File: src/rtl/fetch_stage_pkg.sv
// Shared definitions for the instruction-fetch stage.
//   DATA_W      : datapath / instruction width
//   OPC_HALT    : opcode value that stops fetching
//   NOP_INST    : instruction word used for bubbles
//   fetch_state_e : fetch FSM states
//   opcode()    : extracts the opcode field [15:12] of an instruction word
package fetch_stage_pkg;

  localparam int DATA_W = 16;
  localparam logic [3:0] OPC_HALT = 4'hF;
  localparam logic [DATA_W-1:0] NOP_INST = 16'h0000;

  typedef enum logic {
    S_RUN  = 1'b0,
    S_HALT = 1'b1
  } fetch_state_e;

  function automatic logic [3:0] opcode(input logic [DATA_W-1:0] word);
    return word[15:12];
  endfunction

endpackage

File: src/rtl/fetch_stage_if.sv
// Handshake bundle between the fetch stage and its neighbours
// (hazard unit, EXE redirect, decode via the IF/ID register).
//   stall_if, branch_taken, branch_target : into fetch
//   pc, next_pc                           : fetch PC and pc+1 (combinational)
//   inst, next_pc_id, valid_id            : IF/ID register
//   halted                                : fetch FSM is in HALT
//   perf_fetch_cnt, perf_flush_cnt        : present only with FETCH_PERF_EN
// Modports: master = fetch stage, slave = the surrounding pipeline.
interface fetch_stage_if;

  logic                                 stall_if;
  logic                                 branch_taken;
  logic [fetch_stage_pkg::DATA_W-1:0]   branch_target;
  logic [fetch_stage_pkg::DATA_W-1:0]   pc;
  logic [fetch_stage_pkg::DATA_W-1:0]   next_pc;
  logic [fetch_stage_pkg::DATA_W-1:0]   inst;
  logic [fetch_stage_pkg::DATA_W-1:0]   next_pc_id;
  logic                                 valid_id;
  logic                                 halted;
`ifdef FETCH_PERF_EN
  logic [fetch_stage_pkg::DATA_W-1:0]   perf_fetch_cnt;
  logic [fetch_stage_pkg::DATA_W-1:0]   perf_flush_cnt;
`endif

  modport master (
    input  stall_if, branch_taken, branch_target,
    output pc, next_pc, inst, next_pc_id, valid_id, halted
`ifdef FETCH_PERF_EN
    , output perf_fetch_cnt, perf_flush_cnt
`endif
  );

  modport slave (
    output stall_if, branch_taken, branch_target,
    input  pc, next_pc, inst, next_pc_id, valid_id, halted
`ifdef FETCH_PERF_EN
    , input perf_fetch_cnt, perf_flush_cnt
`endif
  );

endinterface

File: src/rtl/fetch_stage_imem_rom.sv
// Word-addressed instruction ROM with asynchronous read.
//   DEPTH     : number of 16-bit words (power of 2)
//   INIT_FILE : image name kept for interface compatibility
//   addr      : word address (log2(DEPTH) bits)
//   data      : instruction word at addr, combinational
module imem_rom
   import fetch_stage_pkg::*;
#(
   parameter int    DEPTH     = 256,
   parameter string INIT_FILE = "imem.hex"
) (
   input  logic [$clog2(DEPTH)-1:0] addr,
   output logic [DATA_W-1:0]        data
);

   logic [DATA_W-1:0] mem [DEPTH];

   assign data = mem[addr];

endmodule

File: src/rtl/fetch_stage.sv
// Instruction-fetch stage of the 16-bit 5-stage pipeline.
// Holds the PC, reads the instruction ROM combinationally and loads the IF/ID register.
// Ports:
//   clk   : clock, all state changes on posedge
//   rst   : synchronous active-high reset
//   bus   : fetch_stage_if.master (stall/redirect in, PC and IF/ID out)
// Optional feature macro: FETCH_PERF_EN adds perf_fetch_cnt / perf_flush_cnt.
//
// state  | meaning
// S_RUN  | fetching; pc advances unless stalled
// S_HALT | HALT opcode fetched; pc frozen, IF/ID fed bubbles until a redirect or reset
module fetch_stage
  import fetch_stage_pkg::*;
#(
  parameter int                IMEM_DEPTH = 256,
  parameter logic [DATA_W-1:0] RESET_PC   = 16'h0000,
  parameter string             INIT_FILE  = "imem.hex"
) (
  input logic           clk,
  input logic           rst,
  fetch_stage_if.master bus
);

  localparam int AW = $clog2(IMEM_DEPTH);

  fetch_state_e      state_q;
  logic [DATA_W-1:0] pc_q;
  logic [DATA_W-1:0] pc_inc;
  logic [DATA_W-1:0] fetch_word;
  logic [DATA_W-1:0] inst_q;
  logic [DATA_W-1:0] next_pc_id_q;
  logic              valid_q;
  logic              halted_q;
  logic              load_valid;

  // Upper PC bits are dropped here, so fetch addresses alias modulo IMEM_DEPTH.
  imem_rom #(
    .DEPTH     (IMEM_DEPTH),
    .INIT_FILE (INIT_FILE)
  ) u_rom (
    .addr (pc_q[AW-1:0]),
    .data (fetch_word)
  );

  assign pc_inc = pc_q + 16'd1;

  // A real instruction enters IF/ID only on an unstalled, unredirected RUN edge.
  assign load_valid = !rst && !bus.branch_taken && (state_q == S_RUN) && !bus.stall_if;

  always_ff @(posedge clk) begin
    if (rst) begin
      state_q      <= S_RUN;
      pc_q         <= RESET_PC;
      inst_q       <= NOP_INST;
      next_pc_id_q <= '0;
      valid_q      <= 1'b0;
      halted_q     <= 1'b0;
    end else if (bus.branch_taken) begin
      // Redirect wins over stall and HALT; the wrong-path fetch becomes a bubble.
      state_q  <= S_RUN;
      pc_q     <= bus.branch_target;
      inst_q   <= NOP_INST;
      valid_q  <= 1'b0;
      halted_q <= 1'b0;
    end else begin
      case (state_q)
        S_RUN: begin
          if (!bus.stall_if) begin
            inst_q       <= fetch_word;
            next_pc_id_q <= pc_inc;
            valid_q      <= 1'b1;
            if (opcode(fetch_word) == OPC_HALT) begin
              // HALT itself goes down the pipe, but the PC stays on it.
              state_q  <= S_HALT;
              halted_q <= 1'b1;
            end else begin
              pc_q <= pc_inc;
            end
          end
        end
        S_HALT: begin
          inst_q  <= NOP_INST;
          valid_q <= 1'b0;
        end
        default: begin
          state_q  <= S_RUN;
          halted_q <= 1'b0;
        end
      endcase
    end
  end

`ifdef FETCH_PERF_EN
  logic [DATA_W-1:0] perf_fetch_q;
  logic [DATA_W-1:0] perf_flush_q;

  always_ff @(posedge clk) begin
    if (rst) begin
      perf_fetch_q <= '0;
      perf_flush_q <= '0;
    end else begin
      if (load_valid)       perf_fetch_q <= perf_fetch_q + 16'd1;
      if (bus.branch_taken) perf_flush_q <= perf_flush_q + 16'd1;
    end
  end

  assign bus.perf_fetch_cnt = perf_fetch_q;
  assign bus.perf_flush_cnt = perf_flush_q;
`else
  // Without perf counters load_valid has no consumer.
  logic unused_load_valid;
  assign unused_load_valid = load_valid;
`endif

  assign bus.pc         = pc_q;
  assign bus.next_pc    = pc_inc;
  assign bus.inst       = inst_q;
  assign bus.next_pc_id = next_pc_id_q;
  assign bus.valid_id   = valid_q;
  assign bus.halted     = halted_q;

endmodule

File: src/flat_wrapper.sv
// flat-port wrapper written by rule: the top's interface ports become plain ports
module fetch_stage_flat import fetch_stage_pkg::*;
#(
  parameter int                IMEM_DEPTH = 256,
  parameter logic [DATA_W-1:0] RESET_PC   = 16'h0000,
  parameter string             INIT_FILE  = "        "
)
  (clk, rst, bus_stall_if, bus_branch_taken, bus_branch_target, bus_pc, bus_next_pc, bus_inst, bus_next_pc_id, bus_valid_id, bus_halted);
  fetch_stage_if bus_i ();
  input logic clk;
  input logic rst;
  input wire logic [$bits(bus_i.stall_if)-1:0] bus_stall_if;
  input wire logic [$bits(bus_i.branch_taken)-1:0] bus_branch_taken;
  input wire logic [$bits(bus_i.branch_target)-1:0] bus_branch_target;
  output wire logic [$bits(bus_i.pc)-1:0] bus_pc;
  output wire logic [$bits(bus_i.next_pc)-1:0] bus_next_pc;
  output wire logic [$bits(bus_i.inst)-1:0] bus_inst;
  output wire logic [$bits(bus_i.next_pc_id)-1:0] bus_next_pc_id;
  output wire logic [$bits(bus_i.valid_id)-1:0] bus_valid_id;
  output wire logic [$bits(bus_i.halted)-1:0] bus_halted;
  assign bus_i.stall_if = bus_stall_if;
  assign bus_i.branch_taken = bus_branch_taken;
  assign bus_i.branch_target = bus_branch_target;
  assign bus_pc = bus_i.pc;
  assign bus_next_pc = bus_i.next_pc;
  assign bus_inst = bus_i.inst;
  assign bus_next_pc_id = bus_i.next_pc_id;
  assign bus_valid_id = bus_i.valid_id;
  assign bus_halted = bus_i.halted;
  fetch_stage #(.IMEM_DEPTH(IMEM_DEPTH), .RESET_PC(RESET_PC), .INIT_FILE(INIT_FILE)) u_core (.clk(clk), .rst(rst), .bus(bus_i));
endmodule
File: config.mk
export PLATFORM = sky130hd
export DESIGN_NAME = fetch_stage_flat
export DESIGN_NICKNAME = d
export VERILOG_FILES = /design/src/rtl/fetch_stage_pkg.sv /design/src/rtl/fetch_stage_if.sv /design/src/rtl/fetch_stage_imem_rom.sv /design/src/rtl/fetch_stage.sv /design/src/flat_wrapper.sv
export SDC_FILE = /design/constraint.sdc
export NUM_CORES = 1
export LEC_CHECK = 0
export CAP_MARGIN = 20
export CORE_ASPECT_RATIO = 1.5
export CORE_MARGIN = 3
export CORE_UTILIZATION = 46
export CTS_CLUSTER_DIAMETER = 200
export DETAILED_ROUTE_END_ITERATION = 10
export PLACE_DENSITY = 0.83
export SKIP_LAST_GASP = 1
export SLEW_MARGIN = 20
export SYNTH_ARGS = -nofsm -noshare
export SYNTH_HDL_FRONTEND = slang
export SYNTH_HIERARCHICAL = 1
export SYNTH_SLANG_ARGS = --single-unit
File: constraint.sdc
create_clock -name clk -period 1.8 [get_ports clk]
set_input_delay 0.36 -clock clk [delete_from_list [all_inputs] [get_ports clk]]
set_output_delay 0.36 -clock clk [all_outputs]
set_load 0.05 [all_outputs]
==> impl_metrics.csv, run 1 <==
group,metric,value,unit
synth,ys_ff_latch,51,
power_and_ir_drop,combinationalPowerShare,35.3,%
synth,yosysSeqAreaShare,39.7,%
place,portBuffers,85,
grt,grt_pass1_vias,2536,
power_and_ir_drop,power,0.00292,W
power_and_ir_drop,switching_share,35.8,%
cts,insertion_delay,0.31,ns
detailed_routing,wire_per_inst,16.9,um
sta,fin_ws,-0.292,ns
grt,antenna_found_initial,0,
worst_setup_path,start_kind,"flop",
cts,cts_tree,"done",
worst_setup_path,critPathArrivalTime,1.73,ns
sta,fin_tns_setup,-2.24,ns
detailed_routing,detailroute.via_count,2667,
synth,synth-edff-count,0,
synth,synth_ff_type,"dfxtp_1",
cts,cts-htree-levels,2,
sta,hold_violations,0,
synth,synth_cell_types,46,
worst_setup_path,cp-end-kind,"primary output",
floorplan,rows,32,
cts,hold_buffers,0,
place,dp_hpwl,5410,um
outcome,violations,"negative setup slack",
layout,stdcell_count,492,
layout,fin_nets,444,
worst_setup_path,required,1.44,ns
worst_setup_path,crit_type,"flop to primary output",
layout,final_common_cell,"buf_4",
worst_setup_path,path_max_fanout,8,
floorplan,fp.dieW,67.1,um
cts,clkTransAtPathRegs,0.10,ns
synth,syn_inst,297,
floorplan,die_y,97.6,um
detailed_routing,drtPass1Iterations,4,
detailed_routing,wl,8330,um
layout,area_delta_synth_final,68.6,%
grt,grt_max_degree,23,
detailed_routing,drtIter0Drc,160,
layout,diodes,0,
synth,avgSynthCellArea,8.67,um2
sta,finalClockSkew,0.0134,ns
floorplan,dieArea,6550,um2
detailed_routing,antenna_left,0,
outcome,status,"finished with violations",
cts,cts_inserted_buffers,5,
hold_path,hold_class,"flop to flop",
floorplan,start_util,48.7,%
detailed_routing,drt-vias-per-instance,5.42,
sta,final-setup-viol-count,13,
layout,multi_input_area,1680,um2
place,place.gp.congestion,0.826,
power_and_ir_drop,power_switching,0.00105,W
cts,cts.sinks,51,
layout,seq_area,1070,um2
cts,cts-root-buf,"clkbuf_8",
sta,rsz0062_at_grt,"true",
layout,layout_common_cells,"buf_4 (94), nor2_1 (46), dfxtp_1 (36)",
place,dpl.cell_count,460,
power_and_ir_drop,p_leak,1.90,nW
synth,yosys_warnings,6,
synth,syn_area,2570,um2
power_and_ir_drop,clkPwrFrac,21.9,%
job,maxCapViolations,0,
sta,finalCritPeriodShare,116,%
cts,cts.path.max_buffers,2,
grt,grt_usage,23.4,%
sta,min_period,2.09,ns
power_and_ir_drop,intPower,0.00188,W
power_and_ir_drop,seq_power_share,42.8,%
sta,max_clock_freq,478,MHz
synth,async_flop_share,0,%
grt,grt_pass1_wl,12000,um
layout,drive_gt1_share,43.2,%
sta,drv_slew,0,
floorplan,io_pins,86,
power_and_ir_drop,power_density,673,nW/um2
power_and_ir_drop,worst_ir_drop_vdd,513,uV
layout,fill_cells,300,
detailed_routing,drc,0,
floorplan,design.core.area,5290,um2
grt,gr-total-overflow,0,
[flip-flops by register name, summed over array words and instances (netlist names)]
register,count
u_core/bus.valid_id,1
u_core/bus.next_pc_id,16
u_core/bus.halted,1
u_core/state_q,1
u_core/bus.pc,16
u_core/bus.inst,16
[cell families (layout without fill, tap and decap cells)]
logic type,Yosys count,in the layout,share of synthesized area [%]
simple gates,108,108,23.1
compound gates,45,45,12.4
mux,17,17,6.61
xor+xnor,21,21,7.15
fa+ha+maj,1,1,0.486
flops,51,51,39.7
buf+inv,53,165,10.5
other cells,1,16,0.146
[routing by layer]
metal / up-vias / share of wire [%] / routed length [um] / global-route usage (%)
met3: 24 / 7.0 / 586 / 4.98
met5: - / 0 / 0 / 0
met1: 1257 / 36 / 2980 / 25.4
li1: 1247 / - / - / -
met2: 139 / 54 / 4490 / 42.0
met4: 0 / 3.3 / 273 / 9.38
[timing repair]
item,CTS,global route
pin swaps,11,18
endpoints found under the setup margin,13,19
resized for setup,8,21
buffers inserted,13,13
[Yosys cell counts (all sizes together) (4+ instances only)]
| master | n | area share [%] |
|---|---|---|
| xnor2 | 11 | 3.7 |
| nand3 | 7 | 1.6 |
| a21oi | 13 | 2.5 |
| mux2i | 17 | 6.6 |
| buf | 25 | 6.4 |
| nor3 | 11 | 2.3 |
| inv | 16 | 2.3 |
| nor4 | 8 | 3.0 |
| a211oi | 11 | 3.4 |
| a311oi | 4 | 1.4 |
| nand4 | 7 | 3.1 |
| or3 | 4 | 0.97 |
| nand2 | 12 | 1.7 |
| xor2 | 10 | 3.4 |
| nor2 | 50 | 7.5 |
| dfxtp | 51 | 40 |
| clkbuf | 11 | 1.6 |
| and4 | 5 | 1.7 |
| o21a | 8 | 2.3 |
[critical path, stage by stage (launching register included)]
cell,delay (ns)
dfxtp_2,0.37
nand4_4,0.22
buf_4,0.22
nor4_4,0.26
xor2_4,0.20
buf_12,0.15
[final timing paths]
check,start,end,slack (ns),depth (start not counted)
setup reg to reg,u_core/bus.pc[1],u_core/bus.pc[15],-0.05,7
setup / recovery,u_core/bus.pc[7],bus_next_pc[14],-0.29,5
hold / removal,u_core/bus.valid_id,u_core/bus.valid_id,0.46,2
hold reg to reg,u_core/bus.valid_id,u_core/bus.valid_id,0.46,2
[metrics by stage]
step	setup WS [ns]	util [%]	instance area, um2	hold slack [ns]
after detailed placement	-0.192	74.4	3930	0.445
after CTS	-0.271	78.5	4150	0.461
after global routing	-0.351	82.1	4340	0.493
final	-0.292	82.1	4340	0.459
after global placement	-0.0848	74.4	3930	0.435
after floorplan	-0.140	-	2930	0.504
[cell type report]
type	instances	share of cell area (%)
flip-flops and latches	51	24.6
multi-input cells	208	38.8
clock buffers	6	1.67
inverters	17	1.47
clock inverters	2	0.173
well taps	68	1.96
repair buffers	140	31.4
[power groups by stage]
stage | Sequential (W) | Combinational, W | Clock (W)
final | 0.00125 | 0.00103 | 0.000640
after CTS | 0.00125 | 0.000973 | 0.000651
after detailed placement | 0.00128 | 0.000942 | 0
after floorplan | 0.00149 | 0.000390 | 0
after global routing | 0.00126 | 0.00108 | 0.000695
after global placement | 0.00128 | 0.000927 | 0
Power figures use the tool's default switching activity.
==> run 2: changes to the inputs <==
--- a/config.mk
+++ b/config.mk
@@ -13,7 +13,6 @@
 export DETAILED_ROUTE_END_ITERATION = 10
 export PLACE_DENSITY = 0.83
 export SKIP_LAST_GASP = 1
-export SLEW_MARGIN = 20
 export SYNTH_ARGS = -nofsm -noshare
 export SYNTH_HDL_FRONTEND = slang
 export SYNTH_HIERARCHICAL = 1
==> results of run 2 <==
Final layout, timing and power as in run 1 (identical DEF).
